[src/rtl/four_bit_deserializer.sv]
// Serial-to-parallel receiver: rebuilds WIDTH-bit words from a one-bit-per-beat stream,
// LSB-first or MSB-first, and presents each finished word on R with a valid/ready handshake.
module four_bit_deserializer #(
    parameter int WIDTH = 4,
    parameter int CNTW  = 3
) (
    input  logic             clk,
    input  logic             reset,
    input  logic             SerIn,
    input  logic             SerValid,
    output logic             SerReady,
    input  logic             Mode,
    input  logic             Clear,
    output logic [WIDTH-1:0] R,
    output logic             RValid,
    input  logic             RReady,
    output logic [CNTW-1:0]  BitCnt,
    output logic             Overrun
);

    typedef enum logic {
        IDLE  = 1'b0,
        SHIFT = 1'b1
    } state_t;

    state_t           r_state, w_state_next;
    logic [WIDTH-1:0] r_sr, w_sr_next;
    logic [WIDTH-1:0] r_word, w_word_next;
    logic [CNTW-1:0]  r_cnt, w_cnt_next;
    logic             r_mode, w_mode_next;
    logic             r_valid, w_valid_next;
    logic             r_overrun;

    logic             w_ready;
    logic             w_accept;
    logic             w_mode_eff;
    logic             w_last;
    logic [WIDTH-1:0] w_shifted;

    assign w_ready    = ~r_valid | RReady;
    assign w_accept   = SerValid & w_ready & ~Clear;
    // The first bit of a word uses the live Mode; later bits use the copy latched on that beat.
    assign w_mode_eff = (r_state == IDLE) ? Mode : r_mode;
    assign w_shifted  = w_mode_eff ? {r_sr[WIDTH-2:0], SerIn} : {SerIn, r_sr[WIDTH-1:1]};
    assign w_last     = w_accept && (r_cnt == CNTW'(WIDTH - 1));

    always_comb begin
        // NOTE: every signal gets a default first, so no path leaves one unassigned (no latch).
        w_state_next = r_state;
        w_sr_next    = r_sr;
        w_word_next  = r_word;
        w_cnt_next   = r_cnt;
        w_mode_next  = r_mode;
        w_valid_next = r_valid;

        if (Clear) begin
            w_state_next = IDLE;
            w_sr_next    = '0;
            w_cnt_next   = '0;
        end else if (w_accept) begin
            w_mode_next = w_mode_eff;
            if (w_last) begin
                w_word_next  = w_shifted;
                w_sr_next    = '0;
                w_cnt_next   = '0;
                w_state_next = IDLE;
            end else begin
                w_sr_next    = w_shifted;
                w_cnt_next   = r_cnt + CNTW'(1);
                w_state_next = SHIFT;
            end
        end

        // Consume is independent of Clear; a word completing on the same edge keeps RValid high.
        if (w_last) begin
            w_valid_next = 1'b1;
        end else if (r_valid && RReady) begin
            w_valid_next = 1'b0;
        end
    end

    always_ff @(posedge clk) begin
        // NOTE: sequential state uses non-blocking assignments so all registers update together.
        if (reset) begin
            r_state   <= IDLE;
            r_sr      <= '0;
            r_word    <= '0;
            r_cnt     <= '0;
            r_mode    <= 1'b0;
            r_valid   <= 1'b0;
            r_overrun <= 1'b0;
        end else begin
            r_state <= w_state_next;
            r_sr    <= w_sr_next;
            r_word  <= w_word_next;
            r_cnt   <= w_cnt_next;
            r_mode  <= w_mode_next;
            r_valid <= w_valid_next;
            if (SerValid && !w_ready) begin
                r_overrun <= 1'b1;
            end
        end
    end

    assign SerReady = w_ready;
    assign R        = r_word;
    assign RValid   = r_valid;
    assign BitCnt   = r_cnt;
    assign Overrun  = r_overrun;

endmodule
[config.mk]
export PLATFORM = sky130hd
export DESIGN_NAME = four_bit_deserializer
export DESIGN_NICKNAME = d
export VERILOG_FILES = /design/src/rtl/four_bit_deserializer.sv
export SDC_FILE = /design/constraint.sdc
export NUM_CORES = 1
export LEC_CHECK = 0
export BUFFER_PORTS_ARGS = -buffer_cell sky130_fd_sc_hd__buf_2
export CAP_MARGIN = 20
export CORE_MARGIN = 2
export CORE_UTILIZATION = 48
export DETAILED_ROUTE_END_ITERATION = 8
export PLACE_DENSITY = 0.82
export SKIP_CTS_REPAIR_TIMING = 1
export SYNTH_ARGS = -nofsm -noshare
export SYNTH_HDL_FRONTEND = slang
export SYNTH_SLANG_ARGS = --single-unit
export TNS_END_PERCENT = 5
[constraint.sdc]
create_clock -name clk -period 1.8 [get_ports clk]
set_input_delay 0.45 -clock clk [delete_from_list [all_inputs] [get_ports clk]]
set_output_delay 0.45 -clock clk [all_outputs]
set_load 0.005 [all_outputs]
==> results of run 1 <==
==> cell families (layout without fill, tap and decap cells) <==
kind of cell | Yosys count | in the layout | synth area share [%]
AOI/OAI and AO/OA | 24 | 24 | 25.87
and+or+nand+nor | 16 | 16 | 13.71
DFF | 15 | 15 | 46.33
buffers and inverters | 6 | 27 | 4.053
muxes | 5 | 5 | 8.108
adders and majority gates | 1 | 1 | 1.930
==> final timing paths <==
path                           from                     end  slack, ps  cells past startpoint
min reg2reg  BitCnt[2]$_SDFFE_PP0N_  BitCnt[2]$_SDFFE_PP0N_        470                      2
min                           reset    Overrun$_SDFFE_PP0P_        410                      2
max reg2reg    r_state$_SDFFE_PP0N_       R[1]$_SDFFE_PP0P_        310                      3
max             RValid$_SDFFE_PP0P_                SerReady        250                      3
==> area by class of cell <==
cell class              count  area [um^2]  share of cell area (%)
clock inverters             1        5.005                  0.6339
flip-flops and latches     15        300.3                   38.03
inverters                   3        11.26                   1.426
multi-input cells          46        321.6                   40.73
well taps                  15        18.77                   2.377
clock buffers               3        22.52                   2.853
repair buffers             20        110.1                   13.95
==> registers in the layout (all words and copies together) (netlist names) <==
name and flops:
RValid 1, Overrun 1, r_sr 4, r_mode 1
r_state 1, BitCnt 3, R 4
==> power groups by stage <==
stage / logic [mW] / registers [mW] / clock network [mW]
2_1_floorplan: 0.0270 / 0.346 / 0
3_3_place_gp: 0.0461 / 0.347 / 0
3_5_place_dp: 0.0470 / 0.347 / 0
4_1_cts: 0.0472 / 0.339 / 0.192
5_1_grt: 0.0526 / 0.340 / 0.209
6_report: 0.0474 / 0.339 / 0.190
==> cells in the final DEF, fill, tap and decap left out <==
master,n
sky130_fd_sc_hd__a211oi_1,2
sky130_fd_sc_hd__a21oi_1,5
sky130_fd_sc_hd__a311oi_1,1
sky130_fd_sc_hd__a31o_2,2
sky130_fd_sc_hd__a31oi_1,3
sky130_fd_sc_hd__a32o_1,2
sky130_fd_sc_hd__buf_2,16
sky130_fd_sc_hd__buf_4,4
sky130_fd_sc_hd__clkbuf_4,3
sky130_fd_sc_hd__clkinv_2,1
sky130_fd_sc_hd__dfxtp_1,15
sky130_fd_sc_hd__ha_1,1
sky130_fd_sc_hd__inv_1,3
sky130_fd_sc_hd__mux2_2,2
sky130_fd_sc_hd__mux2i_1,3
sky130_fd_sc_hd__nand2_1,2
sky130_fd_sc_hd__nand2b_1,2
sky130_fd_sc_hd__nand4_1,2
sky130_fd_sc_hd__nor2_1,2
sky130_fd_sc_hd__nor2b_1,3
sky130_fd_sc_hd__nor3_1,2
sky130_fd_sc_hd__nor4_1,1
sky130_fd_sc_hd__o211ai_1,2
sky130_fd_sc_hd__o21a_1,1
sky130_fd_sc_hd__o21ai_0,4
sky130_fd_sc_hd__o311a_1,2
sky130_fd_sc_hd__or2_2,1
sky130_fd_sc_hd__or4_1,1
==> layer usage <==
layer / vias to the layer above / share of wire (%)
met1: 286 / 45
met3: 4 / 7.1
li1: 299 / -
met4: 0 / 1.9
met5: - / 0
met2: 25 / 46
==> metrics, run 1 <==
number of port buffers 16; signed area change from the synthesized netlist to the final layout 21.81%; TritonCTS Buffers 3; achievable clock frequency 0.6431 GHz; master of the slowest instance on the critical path sky130_fd_sc_hd__dfxtp_1; minimum setup slack after placement 182.1 ps; reported leakage power 0.3410 nW; chip height 40.75 um; placeable core area 1285 um^2; Via density 5.961; final hold violation count 0; Seq cells post-synth 15; number of nets in the synthesized netlist 75; post-route insts no fill 103; fraction of power consumed by combinational cells 8.2%; most common cell in the synthesized netlist sky130_fd_sc_hd__dfxtp_1; Post-Route Setup TNS 0 ps; cell chain of the critical path nor2b_1, inv_1, buf_2; biggest area contributors in the synthesized netlist sky130_fd_sc_hd__dfxtp_1 46%, sky130_fd_sc_hd__mux2i_1 4.6%, sky130_fd_sc_hd__a21oi_1 3.9%; share of the core filled with cells 61.44%; Setup crit end kind output pin; number of fill cells 120; cell-internal power 0.4402 mW; cell count after synthesis 67; Post-layout nets 97; startpoint type of the worst setup path register; outcome completed; CP bufs+invs 2; Die ar. 1660 um^2; met1 Use GR 23.18%; busiest metal layer after global routing met2; Cell Area, Placed 762.0 um^2; gr usage total 19.05%; unrepaired setup endpoints after global routing no; cell taking the most area after synthesis sky130_fd_sc_hd__dfxtp_1; Cell Count Post-Placement 99; initial antenna violation count 0; clock sink total 15; met3 global-route usage 3.261%; horizontal die dimension 40.75 um; routability-driven placement congestion ratio 0.8972; power share of the clock group 33.0%; number of global-route vias before repair 472; area fraction of the dominant cell type after synthesis 46.33%; Worst Hold Margin 410.2 ps; max_slew headroom 64.52%; detailed-router iteration count before antenna repair 4; Power Total 0.5768 mW; switching share of power 23.69%; final std cell area, no fill 789.5 um^2; clock slew seen by the registers of the worst setup and hold paths 90 ps; largest net degree at the start of global routing 12; WL final 1390 um; ANT cells 0; Top delay family on crit path flip-flops; minimum period implied by the final worst setup slack 1555 ps; Setup violations, final 0; overall via count from detail_route 614; Overflow after GRT 0; I/O pin cnt 17; final count of pins violating max slew 0; clock tree from TritonCTS yes; Final HPWL DP 1043 um; Fin Clk Skew 9.247 ps; starting density of the core 50.44%; met2 demand-to-capacity share in global routing 30.56%; Post-synth EDFFs 0; remaining routing DRC violations 0; hold crit path type input pin to register; post-synth design cell area 648.1 um^2; PnR worst setup slack 245.0 ps; H-tree depth reported by CTS 1; share of post-route cells with drive strength above 1 32.95%; ys flop type sky130_fd_sc_hd__dfxtp_1; delay of the slowest cell on the worst path 320 ps; violation count after the first detailed-route iteration 15; Max Cap Violations 0; startpoint-to-endpoint class of the critical path register to output pin; remaining number of nets flagged by the antenna check after routing 0; clock root buffer master sky130_fd_sc_hd__clkbuf_4; CP Data Arrival Time 1100 ps; proportion of synthesized chip area in sequential cells 46.33%; global-route wire length before repair 2014 um; Sequential Power Share 58.8%; required time worst endpoint 1350 ps; Crit Path Max Fanout 4; most frequent cells after synthesis 15 x sky130_fd_sc_hd__dfxtp_1, 5 x sky130_fd_sc_hd__a21oi_1, 4 x sky130_fd_sc_hd__o21ai_0; per-instance average area after synthesis 9.673 um^2; slew at the pin closest to its max-slew limit 528.1 ps; proportion of synthesized flip-flops having asynchronous set or reset 0%; unique cell type count in the Yosys netlist 25; Net Sw Power 0.1366 mW; maximum clock path buffer count 2; Std-Cell Rows 13; routed length per instance 13.50 um; maximum vdd ir drop 0.4060 mV; Syn. warnings 0; ratio of final minimum period to clock period 86.39%; power density normalized to cell area 730.6 nW/um^2; clock network latency to the later pin of the worst-skew pair 290 ps
Note: power is estimated with default switching activity, not from simulation.
==> run 2: changes to the inputs <==
--- a/config.mk
+++ b/config.mk
@@ -5,12 +5,14 @@
 export SDC_FILE = /design/constraint.sdc
 export NUM_CORES = 1
 export LEC_CHECK = 0
+export ABC_CLOCK_PERIOD_IN_PS = 1800
 export BUFFER_PORTS_ARGS = -buffer_cell sky130_fd_sc_hd__buf_2
 export CAP_MARGIN = 20
 export CORE_MARGIN = 2
 export CORE_UTILIZATION = 48
 export DETAILED_ROUTE_END_ITERATION = 8
 export PLACE_DENSITY = 0.82
+export RECOVER_POWER = 25
 export SKIP_CTS_REPAIR_TIMING = 1
 export SYNTH_ARGS = -nofsm -noshare
 export SYNTH_HDL_FRONTEND = slang
==> run 2 against run 1 <==
  * Core utilization decreased by 0.58 points
  * Critical path depth unchanged
  * Global-route usage unchanged
  * Sequential share of layout area increased by 0.37 points
  * Via count increased by 0.33%
  * Flip-flop and latch count unchanged
  * Combinational power increased by 0.8%
  * Final cell count unchanged
  * Highest routed layer unchanged
==> metrics, run 2 (synthesis results as in run 1) <==
maximum vdd ir drop 0.4064 mV (+0.11%); Crit Path Max Fanout 4 (unchanged); H-tree depth reported by CTS 1 (unchanged); clock sink total 15 (unchanged); r2r startpoint r_state$_SDFFE_PP0N_; Overflow after GRT 0 (unchanged); outcome completed; WL final 1395 um (+0.36%); number of port buffers 16 (unchanged); signed area change from the synthesized netlist to the final layout 20.66%; minimum period implied by the final worst setup slack 1554 ps (-1.185 ps); Worst Hold Margin 410.4 ps (+0.1800 ps); unrepaired setup endpoints after global routing no; maximum clock path buffer count 2 (unchanged); share of the core filled with cells 60.86% (-0.58 points); share of post-route cells with drive strength above 1 28.41% (-4.5 points); hold crit path type input pin to register; remaining number of nets flagged by the antenna check after routing 0 (unchanged); cell count of the worst reg-to-reg path 3 (unchanged); Final HPWL DP 1043 um (unchanged); global-route wire length before repair 2014 um (unchanged); final count of pins violating max slew 0 (unchanged); Post-Route Setup TNS 0 ps (unchanged); Fin Clk Skew 9.364 ps (+0.1172 ps); ratio of final minimum period to clock period 86.32% (about the same); final hold violation count 0 (unchanged); largest net degree at the start of global routing 12 (unchanged); slew at the pin closest to its max-slew limit 506.1 ps (-22.02 ps); clock slew seen by the registers of the worst setup and hold paths 90 ps (about the same); overall via count from detail_route 616 (+0.33%); initial antenna violation count 0 (unchanged); clock tree from TritonCTS yes; final std cell area, no fill 782.0 um^2 (-0.95%); most common library cell in the layout ignoring fill and taps sky130_fd_sc_hd__dfxtp_1; startpoint type of the worst setup path register; TritonCTS Buffers 3 (unchanged); Die ar. 1660 um^2 (unchanged); terminus of the critical flop-to-flop path R[1]$_SDFFE_PP0P_; CP Data Arrival Time 1100 ps (about the same); top library cells by usage in the layout, fill and taps aside 15 x sky130_fd_sc_hd__dfxtp_1, 13 x sky130_fd_sc_hd__buf_2, 5 x sky130_fd_sc_hd__a21oi_1, 4 x sky130_fd_sc_hd__o21ai_0, 4 x sky130_fd_sc_hd__clkbuf_1; chip height 40.75 um (unchanged); reported leakage power 0.3234 nW (-5.1%); routed length per instance 13.54 um (+0.36%); max_slew headroom 66.00% (+1.5 points); startpoint-to-endpoint class of the critical path register to output pin; violation count after the first detailed-route iteration 20 (+5); ANT cells 0 (unchanged); clock network latency to the later pin of the worst-skew pair 290 ps (about the same); Setup crit end kind output pin; Max Cap Violations 0 (unchanged); power density normalized to cell area 738.3 nW/um^2 (+1.1%); starting density of the core 50.44% (unchanged); worst reg-to-reg setup slack 300 ps (about the same); required time worst endpoint 1350 ps (about the same); Cell Area, Placed 762.0 um^2 (unchanged); number of global-route vias before repair 472 (unchanged); startpoint of the most critical setup path RValid$_SDFFE_PP0P_; placeable core area 1285 um^2 (unchanged); Via density 5.981 (+0.33%); achievable clock frequency 0.6436 GHz (about the same); Critical path destination SerReady; Post-layout nets 97 (unchanged); horizontal die dimension 40.75 um (unchanged); routability-driven placement congestion ratio 0.8972 (unchanged); gr usage total 19.05% (unchanged); Setup violations, final 0 (unchanged); Std-Cell Rows 13 (unchanged); number of fill cells 123 (+2.5%); clock root buffer master sky130_fd_sc_hd__clkbuf_4; worst hold path cell count 2 (unchanged); detailed-router iteration count before antenna repair 4 (unchanged); remaining routing DRC violations 0 (unchanged); I/O pin cnt 17 (unchanged)
run 2: changes by cell type in the layout (fill, tap and decap cells not counted):
cell,delta
sky130_fd_sc_hd__clkbuf_1,+4
sky130_fd_sc_hd__buf_2,-3
sky130_fd_sc_hd__buf_4,-1
run 2: worst min path at each step:
| stage | slack (ps) | endpoint | startpoint |
|---|---|---|---|
| 4_1_cts | 420 | Overrun$_SDFFE_PP0P_ | reset |
| 3_3_place_gp | 450 | BitCnt[2]$_SDFFE_PP0N_ | BitCnt[2]$_SDFFE_PP0N_ |
| 5_1_grt | 420 | BitCnt[2]$_SDFFE_PP0N_ | SerValid |
| 3_5_place_dp | 450 | Overrun$_SDFFE_PP0P_ | Overrun$_SDFFE_PP0P_ |
| 2_1_floorplan | 450 | BitCnt[2]$_SDFFE_PP0N_ | BitCnt[2]$_SDFFE_PP0N_ |
| 6_report | 410 | Overrun$_SDFFE_PP0P_ | reset |
run 2: worst max-delay path, stage by stage (launching register included):
cell                      delay, ps
sky130_fd_sc_hd__dfxtp_1        320
sky130_fd_sc_hd__nor2b_1        280
sky130_fd_sc_hd__inv_1           90
sky130_fd_sc_hd__buf_2          130
run 2: per-layer routing:
layer	GRT usage (%)	share of wire, %	vias to the layer above
li1	-	-	299
met1	23.18	46	286
met2	30.56	45	27
met3	3.261	7.2	4
met4	12.50	1.9	0
met5	0	0	-
run 2: layout make-up:
cell class	instances	area [um^2]	share of cell area, %
clock buffers	3	22.52	2.880
clock inverters	1	5.005	0.6400
inverters	3	11.26	1.440
multi-input cells	46	321.6	41.12
flip-flops and latches	15	300.3	38.40
well taps	15	18.77	2.400
repair buffers	20	102.6	13.12
run 2: stage by stage:
stage                     cells  power, mW  setup slack [ps]
after global routing        103     0.6016             112.5
final                       103     0.5773             246.2
after detailed placement     99     0.3937             182.1
after global placement       99     0.3928             218.0
after floorplan              67     0.3734             230.0
after CTS                   103     0.5781             235.3
run 2: where the power goes:
group	internal (mW)	switching, mW	total, mW
clock	0.0826	0.108	0.191
combinational	0.0214	0.0263	0.0478
sequential	0.336	0.00279	0.339
